**config.mk**
```make
export PLATFORM = sky130hd
export DESIGN_NAME = gain_sched_ctrl
export DESIGN_NICKNAME = d
export VERILOG_FILES = /design/src/rtl/gain_sched_pkg.sv /design/src/rtl/gain_cmd_fifo.sv /design/src/rtl/gain_sched_ctrl.sv
export SDC_FILE = /design/constraint.sdc
export NUM_CORES = 1
export LEC_CHECK = 0
export CAP_MARGIN = 5
export CORE_MARGIN = 8
export CORE_UTILIZATION = 40
export CTS_CLUSTER_SIZE = 12
export DETAILED_ROUTE_END_ITERATION = 6
export PLACE_DENSITY = 0.67
export SETUP_SLACK_MARGIN = 0.15
export SLEW_MARGIN = 20
export SYNTH_ARGS = -nofsm -noshare
export SYNTH_HDL_FRONTEND = slang
export SYNTH_SLANG_ARGS = --single-unit
```
**constraint.sdc**
```tcl
create_clock -name ce_clk -period 28 [get_ports ce_clk]
set_input_delay 2.8 -clock ce_clk [delete_from_list [all_inputs] [get_ports ce_clk]]
set_output_delay 2.8 -clock ce_clk [all_outputs]
set_load 0.02 [all_outputs]
```
**src/rtl/gain_sched_pkg.sv**
```systemverilog
// ============================================================================
// Module   : gain_sched_pkg
// Purpose  : Shared types and default widths for the gain scheduler.
//            gain_cmd_t is one queued gain command: timed flag, target
//            timestamp and gain value.
// Revision : 1.0 - initial release
// ============================================================================
`default_nettype none

package gain_sched_pkg;

  localparam int c_gain_w     = 16;
  localparam int c_ts_w       = 64;
  localparam int c_depth_log2 = 3;

  // "time" is reserved in SystemVerilog, so the timestamp field is named ts.
  typedef struct packed {
    logic                timed;
    logic [c_ts_w-1:0]   ts;
    logic [c_gain_w-1:0] gain;
  } gain_cmd_t;

  localparam int c_cmd_w = $bits(gain_cmd_t);

endpackage

`default_nettype wire

```
**src/rtl/gain_cmd_fifo.sv**
```systemverilog
// ============================================================================
// Module   : gain_cmd_fifo
// Purpose  : Register-based FIFO of gain commands (gain_cmd_t, packed).
//            No bypass: a pushed entry appears at head_o the next cycle.
//            Simultaneous push and pop are both honoured. clear_i empties
//            the FIFO and overrides any push/pop in the same cycle.
// Ports    : clk_i, rst_ni       - clock, async active-low reset
//            push_i, data_i      - write request and command (ignored if full)
//            pop_i               - drop head (ignored if empty)
//            clear_i             - discard all entries
//            head_o              - oldest entry (valid when ~empty_o)
//            count_o, full_o, empty_o - occupancy status
// Revision : 1.0 - initial release
// ============================================================================
`default_nettype none

module gain_cmd_fifo
  import gain_sched_pkg::*;
#(
  parameter int DEPTH_LOG2 = c_depth_log2
) (
  input  logic                  clk_i,
  input  logic                  rst_ni,
  input  logic                  push_i,
  input  logic [c_cmd_w-1:0]    data_i,
  input  logic                  pop_i,
  input  logic                  clear_i,
  output logic [c_cmd_w-1:0]    head_o,
  output logic [DEPTH_LOG2:0]   count_o,
  output logic                  full_o,
  output logic                  empty_o
);

  localparam int                  c_depth    = 1 << DEPTH_LOG2;
  localparam logic [DEPTH_LOG2:0] c_full_cnt = {1'b1, {DEPTH_LOG2{1'b0}}};
  localparam logic [DEPTH_LOG2:0] c_cnt_one  = 1;
  localparam logic [DEPTH_LOG2-1:0] c_ptr_one = 1;

  gain_cmd_t                mem_q [c_depth];
  logic [DEPTH_LOG2-1:0]    wr_ptr_q;
  logic [DEPTH_LOG2-1:0]    rd_ptr_q;
  logic [DEPTH_LOG2:0]      count_q;
  logic                     w_do_push;
  logic                     w_do_pop;

  assign full_o    = (count_q == c_full_cnt);
  assign empty_o   = (count_q == '0);
  assign count_o   = count_q;
  assign head_o    = mem_q[rd_ptr_q];
  assign w_do_push = push_i & ~full_o & ~clear_i;
  assign w_do_pop  = pop_i & ~empty_o & ~clear_i;

  always_ff @(posedge clk_i or negedge rst_ni) begin
    if (!rst_ni) begin
      wr_ptr_q <= '0;
      rd_ptr_q <= '0;
      count_q  <= '0;
    end else if (clear_i) begin
      wr_ptr_q <= '0;
      rd_ptr_q <= '0;
      count_q  <= '0;
    end else begin
      if (w_do_push) wr_ptr_q <= wr_ptr_q + c_ptr_one;
      if (w_do_pop)  rd_ptr_q <= rd_ptr_q + c_ptr_one;
      if (w_do_push && !w_do_pop)      count_q <= count_q + c_cnt_one;
      else if (!w_do_push && w_do_pop) count_q <= count_q - c_cnt_one;
    end
  end

  // Storage needs no reset: entries are only read when counted as valid.
  always_ff @(posedge clk_i) begin
    if (w_do_push) mem_q[wr_ptr_q] <= gain_cmd_t'(data_i);
  end

endmodule

`default_nettype wire

```
**src/rtl/gain_sched_ctrl.sv**
```systemverilog
// ============================================================================
// Module   : gain_sched_ctrl
// Purpose  : Queues gain commands and applies them only at packet
//            boundaries. The first beat of a packet is held while the queue
//            head is eligible; each held cycle applies (pops) one command.
//            The beat passes in the first cycle with no eligible head.
// Ports    : ce_clk, ce_rst_n            - clock, async active-low reset
//            cmd_valid/ready, cmd_gain,
//            cmd_timed, cmd_time         - command push interface
//            flush                       - discard queued commands
//            in_tvalid/tlast/has_time/
//            in_time, in_tready          - upstream stream
//            out_tvalid, out_tready      - downstream stream
//            gain, gain_update, late     - gain output and event pulses
//            queue_count                 - queue occupancy
// Note     : GAIN_W and TS_W must equal the gain_cmd_t field widths.
// Revision : 1.0 - initial release
// ============================================================================
`default_nettype none

module gain_sched_ctrl
  import gain_sched_pkg::*;
#(
  parameter int                GAIN_W     = c_gain_w,
  parameter int                DEPTH_LOG2 = c_depth_log2,
  parameter int                TS_W       = c_ts_w,
  parameter logic [GAIN_W-1:0] INIT_GAIN  = 1
) (
  input  logic                ce_clk,
  input  logic                ce_rst_n,
  input  logic                cmd_valid,
  output logic                cmd_ready,
  input  logic [GAIN_W-1:0]   cmd_gain,
  input  logic                cmd_timed,
  input  logic [TS_W-1:0]     cmd_time,
  input  logic                flush,
  input  logic                in_tvalid,
  input  logic                in_tlast,
  input  logic                in_has_time,
  input  logic [TS_W-1:0]     in_time,
  output logic                in_tready,
  output logic                out_tvalid,
  input  logic                out_tready,
  output logic [GAIN_W-1:0]   gain,
  output logic                gain_update,
  output logic                late,
  output logic [DEPTH_LOG2:0] queue_count
);

  logic              sop_q, sop_d;
  logic [GAIN_W-1:0] gain_q, gain_d;
  logic              upd_q, upd_d;
  logic              late_q, late_d;

  logic               w_full;
  logic               w_empty;
  logic               w_push;
  logic               w_eligible;
  logic               w_stall;
  logic               w_apply;
  logic [c_cmd_w-1:0] w_head_vec;
  gain_cmd_t          w_head;

  assign cmd_ready = ~w_full & ~flush;
  assign w_push    = cmd_valid & cmd_ready;
  assign w_head    = gain_cmd_t'(w_head_vec);

  gain_cmd_fifo #(
    .DEPTH_LOG2 (DEPTH_LOG2)
  ) u_fifo (
    .clk_i   (ce_clk),
    .rst_ni  (ce_rst_n),
    .push_i  (w_push),
    .data_i  ({cmd_timed, cmd_time, cmd_gain}),
    .pop_i   (w_apply),
    .clear_i (flush),
    .head_o  (w_head_vec),
    .count_o (queue_count),
    .full_o  (w_full),
    .empty_o (w_empty)
  );

  // A timed head needs a timestamped packet at or past its target time;
  // untimed heads are satisfied by any packet start.
  always_comb begin
    w_eligible = 1'b1;
    if (w_head.timed) begin
      w_eligible = in_has_time & (in_time >= w_head.ts);
    end
  end

  // Stall ignores out_tready so commands still apply while downstream is busy.
  assign w_stall    = sop_q & in_tvalid & ~w_empty & w_eligible;
  assign w_apply    = w_stall & ~flush;
  assign in_tready  = out_tready & ~w_stall;
  assign out_tvalid = in_tvalid & ~w_stall;

  always_comb begin
    sop_d  = sop_q;
    gain_d = gain_q;
    upd_d  = 1'b0;
    late_d = 1'b0;
    if (in_tvalid && in_tready) begin
      sop_d = in_tlast;
    end
    if (w_apply) begin
      gain_d = w_head.gain;
      upd_d  = 1'b1;
      late_d = w_head.timed & (in_time > w_head.ts);
    end
  end

  always_ff @(posedge ce_clk or negedge ce_rst_n) begin
    if (!ce_rst_n) begin
      sop_q  <= 1'b1;
      gain_q <= INIT_GAIN;
      upd_q  <= 1'b0;
      late_q <= 1'b0;
    end else begin
      sop_q  <= sop_d;
      gain_q <= gain_d;
      upd_q  <= upd_d;
      late_q <= late_d;
    end
  end

  assign gain        = gain_q;
  assign gain_update = upd_q;
  assign late        = late_q;

endmodule

`default_nettype wire

```
Yosys cells after proc, flatten, opt, wreduce, memory -nomap -nowiden
Memory sizes are Yosys's and may differ from the RTL's.
Cells that the tools add are included.
{"block": "op_classes", "order_cmp": 2, "bitwise_logic": 18, "eq_ne": 1, "reduce_logical": 9, "n_addsub": 4, "n_mul": 0, "div": 0, "n_mux": 12, "n_shift": 0}
{"op": "64-bit >= comparator", "n": 1}
{"op": "64-bit greater-than comparator", "n": 1}
{"op": "1-bit AND", "n": 14}
{"op": "3-bit 2-to-1 mux", "n": 4}
{"op": "4-bit 2-to-1 mux", "n": 3}
{"op": "3-bit by 1-bit adder with 3-bit output, second input constant", "n": 2}
{"op": "1-bit 2-to-1 mux", "n": 5}
{"op": "4-bit by 1-bit adder with 4-bit output, second input constant", "n": 1}
{"op": "4-bit == test, second input constant", "n": 1}
{"op": "4-bit logical NOT", "n": 1}
{"op": "1-bit inverter", "n": 4}
{"op": "2-bit nonzero test", "n": 2}
{"op": "4-bit by 1-bit subtractor with 4-bit output, second input constant", "n": 1}
{"op": "1-bit logical AND", "n": 3}
{"op": "3-bit nonzero test", "n": 1}
{"op": "1-bit logical NOT", "n": 2}
{"block": "word_totals", "inputBits": 153, "out_inout_bits": 25, "romBits": 0, "latchBits": 0, "mem_count": 1, "wordCells": 54, "ram_bits": 648, "reg_bits": 29}
{"name": "u_fifo.mem_q", "words": 8, "word_bits": 81, "read_ports": 1, "rd_clocked_by_memory_dff": 0, "wr": 1, "line_no": "gain_cmd_fifo.sv:39", "rtl": "gain_cmd_t mem_q [c_depth];"}

Longest topological paths before layout
Gate-level depths: netlist (run 1).
An unclocked memory read counts as a cell.
{"block": "depth", "ltp_word": 12, "depth_mapped": 21, "ltp_nobuf": 17}

By module
From an unflattened synthesis (run 1), not the netlist that was laid out.
{"block": "hier_totals", "hier_cells": 1302, "hier_area_um2": 27859.2}
{"module": "gain_cmd_fifo", "area_per_inst_um2": 25360.6, "seq_area_each_um2": 19708.9, "cells_per_inst": 1020, "instances": 1}
{"module": "gain_sched_ctrl", "area_per_inst_um2": 2498.6, "seq_area_each_um2": 478.0, "cells_per_inst": 282, "instances": 1}

Least setup slack after synthesis (run 1)
No wires, ideal clock.
{"block": "synth_timing", "path_type": "input-to-reg", "start": "input flush", "end": "memory u_fifo.mem_q[4][0] (netlist name), enable pin", "t_required_ps": 27252, "setup_ps": 748, "arrival_time_ps": 11915, "path_slack_ps": 15337, "path_buffers": 1, "stages": 4, "path_cell_list": "a21oi_1 -> nand2_1 -> clkbuf_1 -> nor4b_1"}
{"block": "synth_via", "elab_chain_len": 7}
{"element": "start: declaration", "line_no": "gain_sched_ctrl.sv:36", "rtl": "input logic flush,"}
{"element": "1-bit inverter *", "line_no": "gain_cmd_fifo.sv:50, gain_sched_ctrl.sv:64"}
{"element": "1-bit AND", "line_no": "gain_sched_ctrl.sv:64", "rtl": "assign cmd_ready = ~w_full & ~flush;"}
{"element": "1-bit AND", "line_no": "gain_sched_ctrl.sv:65", "rtl": "assign w_push = cmd_valid & cmd_ready;"}
{"element": "1-bit AND", "line_no": "gain_cmd_fifo.sv:50", "rtl": "assign w_do_push = push_i & ~full_o & ~clear_i;"}
{"element": "1-bit AND *", "line_no": "gain_cmd_fifo.sv:50"}
{"element": "1-bit 2-to-1 mux *", "line_no": "gain_cmd_fifo.sv:72", "rtl": "if (w_do_push) mem_q[wr_ptr_q] <= gain_cmd_t'(data_i);"}
{"element": "1-bit 2-to-1 mux (not written as such) *", "line_no": "gain_cmd_fifo.sv:72"}
{"element": "end: declaration", "line_no": "gain_cmd_fifo.sv:39"}
Every way passes the cells marked *; elsewhere a longest branch is shown, timed or not.

Worst setup path in the final report (run 1)
{"block": "layout_timing", "start": "register u_fifo.rd_ptr_q[0]", "end": "output in_tready"}
{"block": "layout_via", "elab_chain_len": 7}
{"element": "start: declaration", "line_no": "gain_cmd_fifo.sv:41", "rtl": "logic [DEPTH_LOG2-1:0] rd_ptr_q;"}
{"element": "start signal: assignment", "line_no": "gain_cmd_fifo.sv:64", "rtl": "if (w_do_pop) rd_ptr_q <= rd_ptr_q + c_ptr_one;"}
{"element": "memory read 8 x 81 bit *"}
{"element": "64-bit >= comparator", "line_no": "gain_sched_ctrl.sv:88", "rtl": "w_eligible = in_has_time & (in_time >= w_head.ts);"}
{"element": "1-bit AND", "line_no": "gain_sched_ctrl.sv:88"}
{"element": "1-bit 2-to-1 mux *", "line_no": "gain_sched_ctrl.sv:87", "rtl": "if (w_head.timed) begin"}
{"element": "1-bit AND *", "line_no": "gain_sched_ctrl.sv:93", "rtl": "assign w_stall = sop_q & in_tvalid & ~w_empty & w_eligible;"}
{"element": "1-bit inverter *", "line_no": "gain_sched_ctrl.sv:95", "rtl": "assign in_tready = out_tready & ~w_stall;"}
{"element": "1-bit AND *", "line_no": "gain_sched_ctrl.sv:95"}
{"element": "end: declaration", "line_no": "gain_sched_ctrl.sv:41", "rtl": "output logic in_tready,"}
Marks and branches as above.

==> flow_summary.yaml, run 1 <==
floorplan:
  die_x_um: 276
  io_pins: 178
  start_util: 0.403
  num_rows: 95
  dieHeight_um: 276
  core_area_sq_um: 66900
  die-area_sq_um: 75900
critical_path:
  cpLargestDelayFamily: "buffers and inverters"
  crit_chain: "buf_4 -> buf_6 -> mux4_2 -> mux2i_1 -> ha_1 -> nand4_1 -> nor4_2 -> nand4_1 -> a31oi_1 -> nor3_2 -> a21oi_2 -> buf_4 -> nor2b_1 -> clkdlybuf4s50_1"
  crit_type: "flip-flop to output port"
  end_kind: "output port"
  arrival_ns: 6.55
  max_stage_delay_ns: 0.94
  cp.required_ns: 25.20
  startpoint_type: "flip-flop"
  crit_path_top_delay_cell: "dfrtp_4"
  crit_buf_inv: 4
  worstPathMaxFanout: 50
status:
  status: "complete, no violations"
cts:
  cts_buffer_depth: 3
  cts_buffers: 73
  cts_tree: "built"
  htreeDepth: 3
  cts_resized: 0
  path_clk_slew_ns: 0.06
  clkLatencyLatePin_ns: 0.61
  holdBufCountCts: 0
  postCtsSetupRepairBufs: 0
  clockRootBuffer: "clkbuf_16"
  cts.sinks: 677
logic_synthesis:
  synth_edf_count: 648
  ys_types: 50
  yosys.area.top_type: "edfxtp_1"
  synthCells: 1258
  yosysMostFrequentCell: "edfxtp_1"
  synth_top_cell_area_share: 0.722
  yosysSeqAreaShare: 0.749
  synth_area_leaders: "edfxtp_1 (72%), mux4_2 (14%), ha_1 (3.2%)"
  synth_common_cells: "edfxtp_1 (648), mux4_2 (162), mux2i_1 (81)"
  netlist_area_sq_um: 26900
  syn_avg_cell_area_sq_um: 21.4
  async_flop_share: 0.0428
  synth_ff_type: "edfxtp_1"
  yosysWarnings: 0
  ys_ff_latch: 677
  synth_nets: 1480
grt:
  overflow: 0
  grt_start_max_net_pins: 72
  grt_pass1_wl_um: 91500
  grt_pass1_vias: 14100
  grt_use_total: 0.165
  antenna_found_initial: 9
cells_and_area:
  nets: 1707
  filler_cell_count: 5437
  area_growth_pct: 19.2
  fin_area_sq_um: 32100
  drive_gt1_frac: 0.197
  instances_no_fill: 2413
job:
  cap_violations: 0
timing:
  whs_ns: 0.481
  grt_setup_unrepaired: "no"
  setup_violations: 0
  min_period_over_period: 0.334
  finalSetupTns_ns: 0
  slew-limit-headroom: 0.294
  fmax_ghz: 0.107
  slew_viol_final: 0
  finalHoldViolCount: 0
  period_needed_ns: 9.35
  clock_skew_ns: 0.0275
  tightestPinTransition_ns: 1.06
placed_design:
  gp_congestion: 0.824
  port_buffers: 177
  dp_hpwl_um: 37100
  dp_cells: 2282
  post_dp_cell_area_sq_um: 29900
drt:
  wire_per_inst_um: 25.8
  routed_wl_um: 62300
  drtPass1Iterations: 5
  via_count: 13100
  antenna_left: 0
  drcViolationCount: 0
  first_iter_violations: 969
  avgViaCountPerCell: 5.43
power_and_ir_drop:
  pwr_density_cell_nw_per_um2: 74.5
  vdd_drop_max_uv: 46.2
  leakagePower_nw: 10.1
worst_hold_path:
  hold_class: "flip-flop to flip-flop"
[power breakdown]
group          switching (mW)  internal, mW
sequential             0.0253          1.16
clock                   0.379         0.523
combinational           0.161         0.148
total                   0.565          1.83
[metal layers]
layer / track usage / vias to the layer above / wire, um
met2: 0.275 / 392 / 31000
met5: 0 / - / 41
li1: - / 5746 / -
met4: 0.0468 / 6 / 1260
met3: 0.0393 / 93 / 4360
met1: 0.214 / 6863 / 25600
[final timing paths]
check,from,to,slack [ns],depth (start not counted)
min reg2reg,gain[0]$_DFFE_PN1N_,gain[0]$_DFFE_PN1N_,0.48,2
max in group asynchronous,ce_rst_n,u_fifo.rd_ptr_q[0]$_DFFE_PN0P_,25.02,1
min,gain[0]$_DFFE_PN1N_,gain[0]$_DFFE_PN1N_,0.48,2
min in group asynchronous,ce_rst_n,gain[10]$_DFFE_PN0N_,2.32,1
max reg2reg,u_fifo.rd_ptr_q[0]$_DFFE_PN0P_,u_fifo.count_o[3]$_DFFE_PN0P_,20.94,19
max,u_fifo.rd_ptr_q[0]$_DFFE_PN0P_,in_tready,18.65,14
[kinds of logic after synthesis]
| group | synth area share |
|---|---|
| flip-flops | 0.749 |
| multiplexers | 0.166 |
| AND/OR/NAND/NOR | 0.0216 |
| AO/OA/AOI/OAI | 0.0197 |
| adder cells (fa/ha/maj) | 0.0323 |
| buffers and inverters | 0.00910 |
| XOR/XNOR | 0.00214 |
[sequential cells by signal (all words and copies together), names as in the netlist]
name and flops:
gain 16, u_fifo.rd_ptr_q 3, u_fifo.mem_q 648, u_fifo.count_o 4, sop_q 1, late 1
u_fifo.wr_ptr_q 3, gain_update 1
[worst min-delay path, cell delays in order (launching register included)]
cell and delay [ns]:
dfstp_2 0.37, nand2_1 0.04, o21ai_0 0.07
[cell type report]
class | instances | area, sq um | area share
antenna | 3 | 7.51 | 0.000234
clock buffer | 102 | 1980 | 0.0615
clock inverter | 25 | 251 | 0.00783
inverter | 9 | 33.8 | 0.00105
multi-input combinational | 520 | 6570 | 0.204
sequential | 677 | 20200 | 0.629
tap | 873 | 1090 | 0.0340
timing repair buffer | 204 | 1990 | 0.0621
[stage by stage]
step                 util  power (mW)  worst slack [ns]
detailed placement  0.446        1.52             18.79
finish              0.480        2.39             18.65
floorplan               -        1.39             15.34
CTS                 0.479        2.42             18.09
global route        0.480        2.48             18.08
global placement    0.446        1.51             18.79
[placed cells by master (no fill, tap or decap), types with 5 or more instances in the layout]
| cell type | count |
|---|---|
| edfxtp_1 | 648 |
| clkdlybuf4s50_1 | 176 |
| mux4_2 | 162 |
| mux2i_1 | 81 |
| clkbuf_16 | 74 |
| ha_1 | 68 |
| nand2_1 | 42 |
| o21ai_0 | 31 |
| a21oi_1 | 30 |
| clkbuf_1 | 26 |
| buf_4 | 25 |
| dfrtp_1 | 24 |
| nand4_1 | 19 |
| nor2_1 | 12 |
| inv_1 | 9 |
| nor3_1 | 8 |
| nand3_1 | 8 |
| clkinv_1 | 7 |
| a211oi_1 | 5 |
(Power assumes the default switching activity.)
==> inputs of run 2 (changes only) <==
==> constraint.sdc (replaced) <==
create_clock -name ce_clk -period 9.43 [get_ports ce_clk]
set_input_delay 0.943 -clock ce_clk [delete_from_list [all_inputs] [get_ports ce_clk]]
set_output_delay 0.943 -clock ce_clk [all_outputs]
set_load 0.02 [all_outputs]
==> run 2 against run 1 <==
Design area down 0.39%. Largest cell class unchanged. Die area did not move. Non-clock buffer count rose by 2. Register-to-register slack worse by 18 ns. Highest routed layer unchanged. First-iteration DRC count is 3.5% lower. Clock power grew to 2.8 times the previous value. Total power grew to 2.9 times the previous value. Worst setup slack worse by 16 ns. Critical path depth fell by 2.
==> flow_summary.yaml, run 2 (synthesis gave the netlist of run 1 again) <==
drt:
  routed_wl_um: 60900
  via_count: 13100
  avgViaCountPerCell: 5.46
  first_iter_violations: 935
  drtPass1Iterations: 5
  drcViolationCount: 0
  wire_per_inst_um: 25.3
  antenna_left: 0
floorplan:
  die_x_um: 276
  start_util: 0.403
  die-area_sq_um: 75900
  dieHeight_um: 276
  core_area_sq_um: 66900
  num_rows: 95
  io_pins: 178
critical_path:
  r2r-end: "u_fifo.count_o[3]$_DFFE_PN0P_"
  rr_worst_depth: 18
  r2r_start: "u_fifo.rd_ptr_q[0]$_DFFE_PN0P_"
  startpoint_type: "flip-flop"
  arrival_ns: 6.19
  end_kind: "output port"
  reg2reg_slack_ns: 2.77
  crit_type: "flip-flop to output port"
  worstPathMaxFanout: 54
  cp.required_ns: 8.49
placed_design:
  port_buffers: 177
  place_ws_ns: 2.73
  dp_hpwl_um: 37100
  gp_congestion: 0.773
  post_dp_cell_area_sq_um: 29900
timing:
  period_needed_ns: 7.13
  worst_slack_ns: 2.30
  tightestPinTransition_ns: 1.04
  slew_viol_final: 0
  slew-limit-headroom: 0.300
  whs_ns: 0.434
  grt_setup_unrepaired: "no"
  fmax_ghz: 0.140
  setup_violations: 0
  finalHoldViolCount: 0
  min_period_over_period: 0.757
  clock_skew_ns: 0.0312
cts:
  holdBufCountCts: 0
  htreeDepth: 3
  cts_tree: "built"
  cts_buffer_depth: 3
  path_clk_slew_ns: 0.06
  cts_buffers: 70
  cts.sinks: 677
  clockRootBuffer: "clkbuf_16"
  postCtsSetupRepairBufs: 0
  clkLatencyLatePin_ns: 0.60
  cts_resized: 0
grt:
  grt_pass1_wl_um: 90600
  grt_use_total: 0.161
  grt_start_max_net_pins: 69
  grt_pass1_vias: 14000
  overflow: 0
  antenna_found_initial: 18
power_and_ir_drop:
  leakagePower_nw: 10.0
  pwr_density_cell_nw_per_um2: 216
  vdd_drop_max_uv: 156
cells_and_area:
  top_register: "u_fifo.mem_q"
  final_common_cell: "edfxtp_1"
  drive_gt1_frac: 0.193
  largest_reg_flops: 648
  area_growth_pct: 18.7
  fin_area_sq_um: 32000
  filler_cell_count: 5402
  nets: 1706
  layout_common_cells: "edfxtp_1 (648), clkdlybuf4s50_1 (176), mux4_2 (162), mux2i_1 (81), clkbuf_16 (74)"
worst_hold_path:
  hold_class: "primary input to async pin"
status:
  status: "complete, no violations"
job:
  cap_violations: 0
==> run 2: power by group <==
group          switching [mW]  internal (mW)
sequential             0.0731           3.43
clock                    1.07           1.44
combinational           0.460          0.442
==> run 2: how the worst max path moves through the flow <==
stage	slack, ns	from	end	depth (start not counted)
after CTS	2.19	u_fifo.rd_ptr_q[0]$_DFFE_PN0P_	out_tvalid	12
after detailed placement	2.73	u_fifo.rd_ptr_q[0]$_DFFE_PN0P_	u_fifo.count_o[3]$_DFFE_PN0P_	18
after global routing	1.96	u_fifo.rd_ptr_q[0]$_DFFE_PN0P_	out_tvalid	12
after global placement	2.85	u_fifo.rd_ptr_q[0]$_DFFE_PN0P_	u_fifo.count_o[3]$_DFFE_PN0P_	18
final	2.30	u_fifo.rd_ptr_q[0]$_DFFE_PN0P_	out_tvalid	12
after floorplan	-1.38	flush	u_fifo.mem_q[4][0]$_DFFE_PP_	4
==> run 2: final cells by class <==
type	instances	area, sq um	area share
multi-input cells	520	6560	0.205
diodes	10	25.0	0.000782
well taps	873	1090	0.0341
flip-flops and latches	677	20200	0.631
clock inverters	16	92.6	0.00289
clock buffers	97	1960	0.0612
repair buffers	206	2030	0.0636
inverters	9	33.8	0.00106
==> run 2: critical path: stages, from the launching register on <==
cell             delay [ns]
dfrtp_4                0.91
buf_12                 0.45
mux4_2                 0.56
mux2i_1                0.24
ha_1                   0.19
nand4_1                0.29
nor4_1                 0.94
nand4_1                0.20
a31oi_1                0.33
nor3_2                 0.14
a21oi_2                0.58
nor2b_1                0.12
clkdlybuf4s50_1        0.58
==> run 2: layer usage <==
layer  vias up  wire length [um]  track usage  part of all wire
met4        16              1300       0.0482             0.021
met5         -               114            0            0.0019
li1       5759                 -            -                 -
met2       339             29900        0.266              0.49
met1      6937             25600        0.210              0.42
met3        96              3940       0.0408             0.065
==> run 2: metrics by stage <==
stage / util / TNS, ns / total power [mW] / std cells
floorplan: - / -276.36 / 4.12 / 1258
global placement: 0.447 / 0 / 4.47 / 2285
detailed placement: 0.447 / 0 / 4.49 / 2285
CTS: 0.478 / 0 / 7.00 / 2398
global route: 0.478 / 0 / 7.18 / 2400
finish: 0.478 / 0 / 6.92 / 2408
